$ cat src/rtl/ysyx_22050612_wb_pkg.sv
// Shared constants and types for the NPC register-file write-back arbiter.
package ysyx_22050612_wb_pkg;

  localparam logic SRC_ALU = 1'b0;
  localparam logic SRC_LSU = 1'b1;

  localparam int WB_FIFO_DEPTH = 2;
  localparam int WB_FIFO_PTR_W = $clog2(WB_FIFO_DEPTH);

  localparam int WB_ADDR_WIDTH = 5;
  localparam int WB_DATA_WIDTH = 64;

  typedef struct packed {
    logic [WB_ADDR_WIDTH-1:0] rd;
    logic [WB_DATA_WIDTH-1:0] data;
  } wb_entry_t;

endpackage

$ cat src/rtl/ysyx_22050612_wb_fifo.sv
// Two-entry write-back buffer; exposes per-slot valid and rd so the top can build the busy mask.
module ysyx_22050612_wb_fifo
  import ysyx_22050612_wb_pkg::*;
#(
  parameter int ADDR_WIDTH = WB_ADDR_WIDTH,
  parameter int DATA_WIDTH = WB_DATA_WIDTH
) (
  input  logic                                      clk,
  input  logic                                      rst,
  input  logic                                      push,
  input  logic [ADDR_WIDTH-1:0]                     push_rd,
  input  logic [DATA_WIDTH-1:0]                     push_data,
  input  logic                                      pop,
  output logic                                      full,
  output logic                                      empty,
  output logic [ADDR_WIDTH-1:0]                     head_rd,
  output logic [DATA_WIDTH-1:0]                     head_data,
  output logic [WB_FIFO_DEPTH-1:0]                  ent_valid,
  output logic [WB_FIFO_DEPTH-1:0][ADDR_WIDTH-1:0]  ent_rd
);

  logic [ADDR_WIDTH-1:0]    rd_mem   [WB_FIFO_DEPTH];
  logic [DATA_WIDTH-1:0]    data_mem [WB_FIFO_DEPTH];
  logic [WB_FIFO_DEPTH-1:0] vld;
  logic [WB_FIFO_PTR_W-1:0] wptr;
  logic [WB_FIFO_PTR_W-1:0] rptr;
  logic                     do_push;
  logic                     do_pop;

  // Occupancy is held as one valid bit per slot, which doubles as the busy tap.
  assign full    = &vld;
  assign empty   = ~|vld;
  assign do_push = push && !full;
  assign do_pop  = pop && !empty;

  always_ff @(posedge clk or posedge rst) begin
    if (rst) begin
      vld  <= '0;
      wptr <= '0;
      rptr <= '0;
    end else begin
      if (do_push) begin
        vld[wptr] <= 1'b1;
        wptr      <= wptr + WB_FIFO_PTR_W'(1);
      end
      if (do_pop) begin
        vld[rptr] <= 1'b0;
        rptr      <= rptr + WB_FIFO_PTR_W'(1);
      end
    end
  end

  always_ff @(posedge clk) begin
    if (do_push) begin
      rd_mem[wptr]   <= push_rd;
      data_mem[wptr] <= push_data;
    end
  end

  assign head_rd   = rd_mem[rptr];
  assign head_data = data_mem[rptr];
  assign ent_valid = vld;

  always_comb begin
    ent_rd = '0;
    for (int i = 0; i < WB_FIFO_DEPTH; i++) begin
      ent_rd[i] = rd_mem[i];
    end
  end

endmodule

$ cat src/rtl/ysyx_22050612_wb_arbiter.sv
// Write-back arbiter: buffers ALU and LSU results, round-robins them onto the single
// registered regfile write port and publishes a per-register pending-write mask.
module ysyx_22050612_wb_arbiter
  import ysyx_22050612_wb_pkg::*;
#(
  parameter int ADDR_WIDTH = WB_ADDR_WIDTH,
  parameter int DATA_WIDTH = WB_DATA_WIDTH
) (
  input  logic                     clk,
  input  logic                     rst,
  input  logic                     alu_valid,
  output logic                     alu_ready,
  input  logic [ADDR_WIDTH-1:0]    alu_rd,
  input  logic [DATA_WIDTH-1:0]    alu_data,
  input  logic                     lsu_valid,
  output logic                     lsu_ready,
  input  logic [ADDR_WIDTH-1:0]    lsu_rd,
  input  logic [DATA_WIDTH-1:0]    lsu_data,
  output logic                     wen,
  output logic [ADDR_WIDTH-1:0]    waddr,
  output logic [DATA_WIDTH-1:0]    wdata,
  output logic [2**ADDR_WIDTH-1:0] busy
);

  logic [1:0]                                   push;
  logic [1:0]                                   pop;
  logic [1:0]                                   full;
  logic [1:0]                                   empty;
  logic [ADDR_WIDTH-1:0]                        head_rd   [2];
  logic [DATA_WIDTH-1:0]                        head_data [2];
  logic [1:0][WB_FIFO_DEPTH-1:0]                ent_valid;
  logic [1:0][WB_FIFO_DEPTH-1:0][ADDR_WIDTH-1:0] ent_rd;

  logic                  rr;
  logic                  gnt_valid;
  logic                  gnt_src;
  logic [ADDR_WIDTH-1:0] gnt_rd;
  logic [DATA_WIDTH-1:0] gnt_data;

  // valid/ready: a result moves into its FIFO at a posedge where valid && ready; the producer
  // holds rd/data stable while valid && !ready; ready depends only on rst and FIFO state.
  assign alu_ready      = !rst && !full[SRC_ALU];
  assign lsu_ready      = !rst && !full[SRC_LSU];
  assign push[SRC_ALU]  = alu_valid && alu_ready;
  assign push[SRC_LSU]  = lsu_valid && lsu_ready;

  ysyx_22050612_wb_fifo #(
    .ADDR_WIDTH (ADDR_WIDTH),
    .DATA_WIDTH (DATA_WIDTH)
  ) u_alu_fifo (
    .clk       (clk),
    .rst       (rst),
    .push      (push[SRC_ALU]),
    .push_rd   (alu_rd),
    .push_data (alu_data),
    .pop       (pop[SRC_ALU]),
    .full      (full[SRC_ALU]),
    .empty     (empty[SRC_ALU]),
    .head_rd   (head_rd[SRC_ALU]),
    .head_data (head_data[SRC_ALU]),
    .ent_valid (ent_valid[SRC_ALU]),
    .ent_rd    (ent_rd[SRC_ALU])
  );

  ysyx_22050612_wb_fifo #(
    .ADDR_WIDTH (ADDR_WIDTH),
    .DATA_WIDTH (DATA_WIDTH)
  ) u_lsu_fifo (
    .clk       (clk),
    .rst       (rst),
    .push      (push[SRC_LSU]),
    .push_rd   (lsu_rd),
    .push_data (lsu_data),
    .pop       (pop[SRC_LSU]),
    .full      (full[SRC_LSU]),
    .empty     (empty[SRC_LSU]),
    .head_rd   (head_rd[SRC_LSU]),
    .head_data (head_data[SRC_LSU]),
    .ent_valid (ent_valid[SRC_LSU]),
    .ent_rd    (ent_rd[SRC_LSU])
  );

  always_comb begin
    gnt_valid = 1'b0;
    gnt_src   = rr;
    case ({!empty[SRC_LSU], !empty[SRC_ALU]})
      2'b01: begin
        gnt_valid = 1'b1;
        gnt_src   = SRC_ALU;
      end
      2'b10: begin
        gnt_valid = 1'b1;
        gnt_src   = SRC_LSU;
      end
      2'b11: begin
        gnt_valid = 1'b1;
        gnt_src   = rr;
      end
      default: begin
        gnt_valid = 1'b0;
        gnt_src   = rr;
      end
    endcase
  end

  assign gnt_rd   = head_rd[gnt_src];
  assign gnt_data = head_data[gnt_src];

  always_comb begin
    pop = '0;
    if (gnt_valid) begin
      pop[gnt_src] = 1'b1;
    end
  end

  // The pointer only moves when it actually broke a tie.
  always_ff @(posedge clk or posedge rst) begin
    if (rst) begin
      rr <= SRC_ALU;
    end else if (!empty[SRC_ALU] && !empty[SRC_LSU]) begin
      rr <= ~gnt_src;
    end
  end

  always_ff @(posedge clk or posedge rst) begin
    if (rst) begin
      wen   <= 1'b0;
      waddr <= '0;
      wdata <= '0;
    end else begin
      wen <= gnt_valid && (gnt_rd != '0);
      if (gnt_valid) begin
        waddr <= gnt_rd;
        wdata <= gnt_data;
      end
    end
  end

  always_comb begin
    busy = '0;
    for (int s = 0; s < 2; s++) begin
      for (int e = 0; e < WB_FIFO_DEPTH; e++) begin
        if (ent_valid[s][e]) begin
          busy[ent_rd[s][e]] = 1'b1;
        end
      end
    end
    if (wen) begin
      busy[waddr] = 1'b1;
    end
    busy[0] = 1'b0;
  end

endmodule

$ cat config.mk
export PLATFORM = sky130hd
export DESIGN_NAME = ysyx_22050612_wb_arbiter
export DESIGN_NICKNAME = d
export VERILOG_FILES = /design/src/rtl/ysyx_22050612_wb_pkg.sv /design/src/rtl/ysyx_22050612_wb_fifo.sv /design/src/rtl/ysyx_22050612_wb_arbiter.sv
export SDC_FILE = /design/constraint.sdc
export NUM_CORES = 1
export LEC_CHECK = 0
export ABC_AREA = 1
export ABC_CLOCK_PERIOD_IN_PS = 12600
export BUFFER_PORTS_ARGS = -buffer_cell sky130_fd_sc_hd__buf_2
export CORE_UTILIZATION = 58
export DETAILED_ROUTE_END_ITERATION = 12
export GPL_TIMING_DRIVEN = 0
export PLACE_DENSITY = 0.82
export SLEW_MARGIN = 20
export SYNTH_ARGS = -nofsm -noshare
export SYNTH_HDL_FRONTEND = slang
export SYNTH_SLANG_ARGS = --single-unit
$ cat constraint.sdc
create_clock -name clk -period 12.6 [get_ports clk]
set_input_delay 0.63 -clock clk [delete_from_list [all_inputs] [get_ports clk]]
set_output_delay 0.63 -clock clk [all_outputs]
set_load 0.05 [all_outputs]
=== After elaboration in Yosys (flattened, before gate mapping) ===
Memories as Yosys holds them, arrays and structs flattened.
Index checks and enable logic that the tools add are counted.
Widths: inputs -> output; s select.

* Bits of input ports: 142
* Memories kept: 4
* Register bits: 79
* RAM bits: 276
* Logic and storage cells: 125

* Reductions and logical operators: 29
* Add/subtract/negate cells: 4
* Bitwise logic cells: 12
* Mux-type cells: 42
* Order comparisons: 21
* Equal/unequal tests: 3

{| class="wikitable"
|+ Memory list
! memory !! depth !! bits a word !! read ports !! clocked after memory_dff !! wr ports !! RTL line !! source
|-
| u_alu_fifo.data_mem || 2 || 64 || 1 || 0 || 1 || ysyx_22050612_wb_fifo.sv:23 || <nowiki>logic [DATA_WIDTH-1:0] data_mem [WB_FIFO_DEPTH];</nowiki>
|-
| u_lsu_fifo.data_mem || 2 || 64 || 1 || 0 || 1 || ysyx_22050612_wb_fifo.sv:23 ||
|-
| u_alu_fifo.rd_mem || 2 || 5 || 3 || 0 || 1 || ysyx_22050612_wb_fifo.sv:22 || <nowiki>logic [ADDR_WIDTH-1:0] rd_mem [WB_FIFO_DEPTH];</nowiki>
|-
| u_lsu_fifo.rd_mem || 2 || 5 || 3 || 0 || 1 || ysyx_22050612_wb_fifo.sv:22 ||
|}

{| class="wikitable"
|+ Operator list
! operator !! number
|-
| $mux 64 || 3
|-
| $mux 32 || 5
|-
| $or 32x32->32 || 4
|-
| $lt 5x6->1 const B || 5
|-
| $demux 1 s5 || 5
|-
| $ge 5x1->1 const B || 5
|-
| $logic_and 1x1->1 || 20
|-
| $mux 1 || 15
|-
| $mux 5 || 3
|-
| $lt 1x2->1 const B || 5
|-
| $mux 2 || 5
|-
| $demux 1 s1 || 5
|-
| $ge 1x1->1 const B || 5
|-
| $reduce_bool 5->1 || 1
|-
| $add 1x1->1 const B || 4
|-
| $and 2x2->2 || 2
|-
| $eq 2x2->1 const B || 2
|-
| $not 2->2 || 2
|-
| $or 2x2->2 || 2
|-
| $reduce_and 2->1 || 2
|-
| $reduce_or 2->1 || 2
|-
| $logic_not 1->1 || 3
|-
| $reduce_or 3->1 || 1
|-
| $eq 2x1->1 const B || 1
|-
| 4 further kinds || 4
|}

=== Longest topological paths before layout ===
Gate-level depths: netlist (run 1).
An unclocked memory read counts as a cell.

* Depth after elaboration: 14
* Mapped depth: 11

=== Hierarchy ===
Synthesis (run 1) repeated with hierarchy kept, for this count alone.

* Cells, all modules: 1421
* Area, all modules: 15031.9 sq um

{| class="wikitable"
|+ Modules (own cells, without submodules)
! module !! sequential area each (sq um) !! instances !! area each (sq um) !! cells an instance
|-
| ysyx_22050612_wb_fifo || 4244.1 || 2 || 5237.5 || 390
|-
| ysyx_22050612_wb_arbiter || 1776.7 || 1 || 4556.9 || 641
|}

=== Worst setup path after synthesis (run 1) ===
No wires, ideal clock.

* Path kind: input port to flip-flop
* Start: input rst
* End: memory u_lsu_fifo.data_mem[0][0] (netlist bit) (enable)
* Data required time: 12.102 ns
* Stages: 3
* Arrival: 4.644 ns
* Setup slack: 7.457 ns
* Library setup time: 0.498 ns
* Cell sequence: a21oi_1 > nand2_1 > nor2_1

* Cells in the longest elaborated chain, start to end: 6

{| class="wikitable"
|+ Ends and longest elaborated chain
! item !! RTL line !! source
|-
| start: declaration || ysyx_22050612_wb_arbiter.sv:10 || <nowiki>input logic rst,</nowiki>
|-
| $logic_not 1->1 (no line) || - ||
|-
| $logic_and 1x1->1 || ysyx_22050612_wb_arbiter.sv:43 || <nowiki>assign lsu_ready = !rst && !full[SRC_LSU];</nowiki>
|-
| $logic_and 1x1->1 || ysyx_22050612_wb_arbiter.sv:45 || <nowiki>assign push[SRC_LSU] = lsu_valid && lsu_ready;</nowiki>
|-
| $logic_and 1x1->1 || ysyx_22050612_wb_fifo.sv:33 || <nowiki>assign do_push = push && !full;</nowiki>
|-
| $mux 1 || ysyx_22050612_wb_fifo.sv:54 || <nowiki>if (do_push) begin</nowiki>
|-
| $mux 1 (not written as such) || ysyx_22050612_wb_fifo.sv:56 || <nowiki>data_mem[wptr] <= push_data;</nowiki>
|-
| end: declaration || ysyx_22050612_wb_fifo.sv:23 ||
|}

Every way passes these cells.

==> results of run 1 <==
-- stage by stage --
stage,power (mW),instances,setup WS [ps],util,instance area [um^2]
floorplan,3.36,1254,7460,-,15000
global placement,3.94,1828,5880,0.657,16600
detailed placement,4.04,1846,9850,0.677,17100
CTS,5.11,1912,9820,0.724,18300
global route,5.33,1915,9680,0.725,18300
finish,5.09,1920,9760,0.725,18300
-- layer usage --
metal	part of all wire	GRT usage
met1	0.39	0.379
met2	0.50	0.516
met3	0.079	0.0649
met4	0.032	0.105
met5	0.0012	0
-- power breakdown --
part / internal (mW) / switching, mW
Clock: 0.635 / 0.425
Combinational: 0.710 / 1.65
Sequential: 1.54 / 0.136
-- logic make-up after synthesis --
logic type | synth area share
flops | 0.686
xor+xnor | 0.00234
simple gates | 0.164
mux | 0.0334
other cells | 0.000251
compound gates | 0.0758
fa+ha+maj | 0.00251
buf+inv | 0.0359
-- layout make-up --
| type | instances | area share |
|---|---|---|
| Sequential cell | 355 | 0.560 |
| Multi-Input combinational cell | 792 | 0.229 |
| Timing Repair Buffer | 262 | 0.0921 |
| Clock buffer | 53 | 0.0588 |
| Tap cell | 330 | 0.0225 |
| Buffer | 46 | 0.0168 |
| Inverter | 61 | 0.0126 |
| Clock inverter | 13 | 0.00670 |
| Antenna cell | 8 | 0.00109 |
-- cells in the final DEF (no fill, tap or decap), types with 37 or more instances in the layout --
cell type	count
buf_2	262
clkbuf_16	37
dfrtp_1	79
edfxtp_1	276
inv_1	56
mux2i_1	50
nand2_1	477
nand3_1	64
nor2_1	37
o211ai_2	50
-- sequential cells by signal, summed over array words and instances (netlist names), 2 cells and up --
register	flops
u_alu_fifo.ent_valid	2
u_alu_fifo.data_mem	128
waddr	5
wdata	64
u_lsu_fifo.rd_mem	10
u_lsu_fifo.data_mem	128
u_alu_fifo.rd_mem	10
u_lsu_fifo.ent_valid	2
-- path summary, 6_finish.rpt --
| path | start | cells after the start | endpoint | slack (ps) |
|---|---|---|---|---|
| worst max-delay path | u_lsu_fifo.rd_mem[1][4] | 5 | busy[20] | 9760 |
| worst min-delay path | rst | 2 | wdata[19] | 140 |
| worst max register to register | u_alu_fifo.ent_valid[1] | 6 | u_alu_fifo.data_mem[0][30] | 10190 |
| worst min register to register | wdata[52] | 2 | wdata[52] | 490 |
| max in group asynchronous | rst | 4 | wdata[55] | 11690 |
| min in group clk | lsu_data[9] | 1 | u_lsu_fifo.data_mem[0][9] | 300 |
-- worst reg2reg max path, stage by stage (launching register included) --
cell and delay, ps:
dfrtp_1 450, a21oi_1 330, nand2_1 250, nor2_4 500
buf_16 230, buf_16 170, buf_16 180
==> impl_metrics.yaml, run 1 <==
cells_and_area:
  fill_cells: 1693
  multi_input_area_um2: 4190
  ff_latch_area_um2: 10300
  area_growth_pct: 22.4
  drive_gt1_frac: 0.271
  fin_nets: 1699
clock_network:
  cts.sinks: 355
  cts.clk_slew.worst_paths_ps: 60
  post_cts_buffers: 0
  cts_tree: "built"
  postCtsHoldBufs: 0
  clockBufferDepth: 3
  cts_resized: 0
  clockRootBuffer: "clkbuf_16"
  insertion_delay_ps: 510
  htree_levels: 2
  cts-buffers-inserted: 36
synthesis:
  syn-mean-instance-area_um2: 11.9
  synth_cells: 1254
  async_flop_share: 0.223
  ys_seq_elements: 355
  yosys_most_used_dff: "edfxtp_1"
  synth_edf_count: 276
  yosys-top-cells-count: "nand2_1, edfxtp_1, dfrtp_1, nand3_1, inv_1"
  yosysWarnings: 0
  syn_area_um2: 15000
  netlist.area_leader.share: 0.554
  yosysMostFrequentCell: "nand2_1"
  syn-num-nets: 1399
  synthTopCellsByArea: "edfxtp_1, dfrtp_1, nand2_1"
  synth.distinct_cells: 32
  yosysTopAreaCell: "edfxtp_1"
  seq_area_frac_synth: 0.686
timing:
  period_share: 0.226
  fin_setup_tns_ps: 0
  worst_slew_pin_slew_ps: 686
  rsz0062_at_grt: "false"
  hold_ws_ps: 142
  max_freq_mhz: 352
  hold_viol_final: 0
  slew_headroom: 0.539
  report.final.slew_viol_count: 0
  finalSetupViolations: 0
  skew_ps: 16.2
  period_minus_slack_ps: 2840
drt:
  drt-vias-per-instance: 5.65
  remaining_drc_errors: 0
  first_iter_violations: 989
  drt_wl_total_mm: 39.4
  avgRoutedWirePerCell_um: 20.5
  drt_pass1_iterations: 5
  ant_nets: 0
  vias: 10856
run_status:
  status: "finished clean"
floorplanning:
  num_io_pins: 246
  fp.dieH_um: 163
  rows: 58
  coreArea_um2: 25300
  dieWidth_um: 163
  die_area_um2: 26400
  initial_core_util: 0.592
worst_setup_path:
  path_buf_inv: 2
  path_class: "flop to output port"
  cp_top_family: "simple AND/OR/NAND/NOR gates"
  crit_required_ps: 11970
  cp_max_fo: 5
  worst_setup_path_start_kind: "flop"
  end_kind: "output port"
  max_stage_delay_ps: 530
  cpMaxStageDelayCell: "nor3_1"
  cp.arrival_ps: 2210
  cp_cell_sequence: "inv_1, nor3_1, a21oi_1, o211ai_1, buf_2"
placement:
  globalplace.congestion: 0.969
  numPortBuffers: 244
  dp_hpwl_mm: 27.5
global_routing:
  grt_pass1_vias: 10978
  globalRouteOverflowTotal: 0
  antenna_found_initial: 13
  grt_max_degree: 33
  grt_pass1_wl_mm: 59.8
  grt_usage: 0.301
hold_path:
  min_path_type: "primary input to asynchronous set/reset pin"
power:
  p_leak_nw: 7.88
  ir_worst_vdd_mv: 0.215
  p_per_area_nw_per_um2: 278
flow_run:
  maxCapViolations: 0
Power figures use the tool's default switching activity.
==> run 2: changes to the inputs <==
ABC_AREA = 0   (was 1)
ABC_CLOCK_PERIOD_IN_PS = 2500   (was 12600)
CORE_UTILIZATION = 51   (was 58)
PLACE_DENSITY = 0.76   (was 0.82)
clock period = 2.5 ns   (was 12.6 ns; I/O delays follow)
==> run 2 against run 1 <==
Routed wire length up 8.2%. Clock power rose to 5.2 times the previous value. Largest power group unchanged. Register-to-register slack got worse by 10000 ps. Sequential share of layout area shrank 3.5 points. Die area grew 12%. First-iteration DRC count fell by 4.1%. Setup slack lost 9700 ps. Non-clock buffer count rose by 156.
==> impl_metrics.yaml, run 2 <==
placement:
  globalplace.congestion: 0.856
  numPortBuffers: 244
  dp_slack_ps: -356
  dpl_cell_area_um2: 16800
  dp_hpwl_mm: 27.3
drt:
  drt_wl_total_mm: 42.6
  ant_nets: 0
  avgRoutedWirePerCell_um: 22.2
  met2_length_mm: 21.3
  drt_pass1_iterations: 5
  routed.top_layer: "met4"
  wl_met3_mm: 2.75
  drt-vias-per-instance: 5.65
  remaining_drc_errors: 0
  first_iter_violations: 948
  vias: 10839
  wl_met1_mm: 17.4
synthesis:
  seq_area_frac_synth: 0.694
  syn_area_um2: 14800
  yosys-top-cells-count: "edfxtp_1, nor2_1, nand2_1, dfrtp_1, mux2i_1"
  yosys_most_used_dff: "edfxtp_1"
  ys_seq_elements: 355
  syn-num-nets: 1222
  synth_cells: 1077
  synth_edf_count: 276
  synth.distinct_cells: 37
  synthTopCellsByArea: "edfxtp_1, dfrtp_1, mux2_2"
  yosysWarnings: 0
  yosysMostFrequentCell: "edfxtp_1"
  async_flop_share: 0.223
  yosysTopAreaCell: "edfxtp_1"
  netlist.area_leader.share: 0.560
  syn-mean-instance-area_um2: 13.7
cells_and_area:
  ff_latch_area_um2: 10300
  top_regs: "u_alu_fifo.data_mem: 128 flops, u_lsu_fifo.data_mem: 128 flops, wdata: 64 flops"
  drive_gt1_frac: 0.290
  area_growth_pct: 32.2
  final_area_um2: 19500
  fill_cells: 1882
  multi_input_area_um2: 4310
  final_util: 0.694
  final_common_cell: "edfxtp_1"
  layout_common_cells: "edfxtp_1, buf_2, dlygate4sd3_1, nor2_1, nand2_1"
  fin_nets: 1655
timing:
  max_freq_mhz: 408
  fin_setup_tns_ps: 0
  skew_ps: 21.9
  worst_slew_pin_slew_ps: 612
  finalSetupViolations: 0
  hold_viol_final: 0
  slew_headroom: 0.591
  rsz0062_at_grt: "true"
  period_minus_slack_ps: 2450
  period_share: 0.980
  setup_slack_ps: 49.2
  report.final.slew_viol_count: 0
global_routing:
  grt_usage: 0.293
  antenna_found_initial: 1
  grt_pass1_vias: 11309
  globalRouteOverflowTotal: 0
  grt_max_degree: 51
  grt_pass1_wl_mm: 64.4
worst_setup_path:
  end_kind: "output port"
  crit_required_ps: 2380
  cp_max_fo: 9
  path_class: "flop to output port"
  cp.arrival_ps: 2330
  worst_setup_path_start_kind: "flop"
clock_network:
  clockRootBuffer: "clkbuf_16"
  cts_tree: "built"
  clockBufferDepth: 3
  cts.sinks: 355
  htree_levels: 2
  cts-buffers-inserted: 38
  cts.clk_slew.worst_paths_ps: 60
  insertion_delay_ps: 530
power:
  p_leak_nw: 7.58
  p_per_area_nw_per_um2: 1300
  ir_worst_vdd_mv: 0.763
floorplanning:
  num_io_pins: 246
  fp.dieH_um: 172
  coreArea_um2: 28200
  dieWidth_um: 172
  die_area_um2: 29700
  rows: 61
  initial_core_util: 0.525
flow_run:
  maxCapViolations: 0
hold_path:
  min_path_type: "primary input to asynchronous set/reset pin"
run_status:
  status: "finished clean"
[run 2: cell types whose count changed after synthesis, moves of 40 or more]
cell      before  now
a21oi_1       27   67
inv_1         57    6
o211ai_2      50    0
o21ai_1        5   66
nand3_1       64   24
nand2_1      477   90
nor2_1        41  106
mux2_2         0   68
[run 2: routing by layer]
metal  track usage  vias to the layer above
li1              -                     4899
met1         0.381                     5344
met2         0.499                      510
met3        0.0469                       86
met4         0.105                        0
met5             0                        -
[run 2: final cells by class]
class	count	area share
tap	378	0.0242
buffer	66	0.0187
timing repair buffer	398	0.148
inverter	6	0.00128
multi-input combinational	645	0.221
clock inverter	19	0.0111
sequential	355	0.525
clock buffer	48	0.0511
antenna	2	0.000256
[run 2: critical path, cell delays in order (launching register included)]
cell and delay [ps]:
edfxtp_1 320, clkbuf_1 380, nor3b_1 510, a222oi_1 160, nand2_1 150, buf_2 280
[run 2: power breakdown]
| part | switching, mW | internal (mW) |
|---|---|---|
| clock network | 2.25 | 3.25 |
| logic | 7.78 | 3.71 |
| registers | 0.696 | 7.76 |
| total | 10.7 | 14.7 |
[run 2: path summary, 6_finish.rpt]
check / startpoint / to / slack (ps) / depth (start not counted)
setup / recovery: u_alu_fifo.rd_mem[0][2] / busy[4] / 50 / 5
hold / removal: rst / wdata[16] / 260 / 3
setup reg to reg: u_lsu_fifo.ent_valid[0] / wen / 110 / 9
hold reg to reg: wdata[21] / wdata[21] / 490 / 2
max in group asynchronous: rst / wdata[3] / 1590 / 4
min in group clk: alu_data[23] / u_alu_fifo.data_mem[1][23] / 320 / 2
[run 2: repair_timing]
| action | 4_1_cts | 5_1_grt |
|---|---|---|
| setup endpoints to repair | 83 | 60 |
| gates resized for setup | 10 | 25 |
| cloned | 0 | 1 |
| hold endpoints to repair | 307 | 0 |
| buffers inserted | 0 | 3 |
| hold buffers | 141 | 0 |
[run 2: cell families (layout without fill, tap and decap cells)]
kind of cell / Yosys count / in the layout / share of synthesized area
multiplexers: 145 / 145 / 0.104
AND/OR/NAND/NOR: 290 / 290 / 0.0921
adder cells (fa/ha/maj): 3 / 3 / 0.00254
AO/OA/AOI/OAI: 202 / 202 / 0.0812
buffers and inverters: 77 / 537 / 0.0235
other: 1 / 3 / 0.000254
XOR/XNOR: 4 / 4 / 0.00237
flip-flops: 355 / 355 / 0.694
[run 2: metrics by stage]
stage | power, mW | std cells | hold WS (ps)
3_3_place_gp | 19.0 | 1699 | 312
2_1_floorplan | 16.2 | 1077 | 224
4_1_cts | 25.1 | 1914 | 201
5_1_grt | 26.6 | 1916 | 263
3_5_place_dp | 19.4 | 1708 | 213
6_report | 25.4 | 1917 | 256
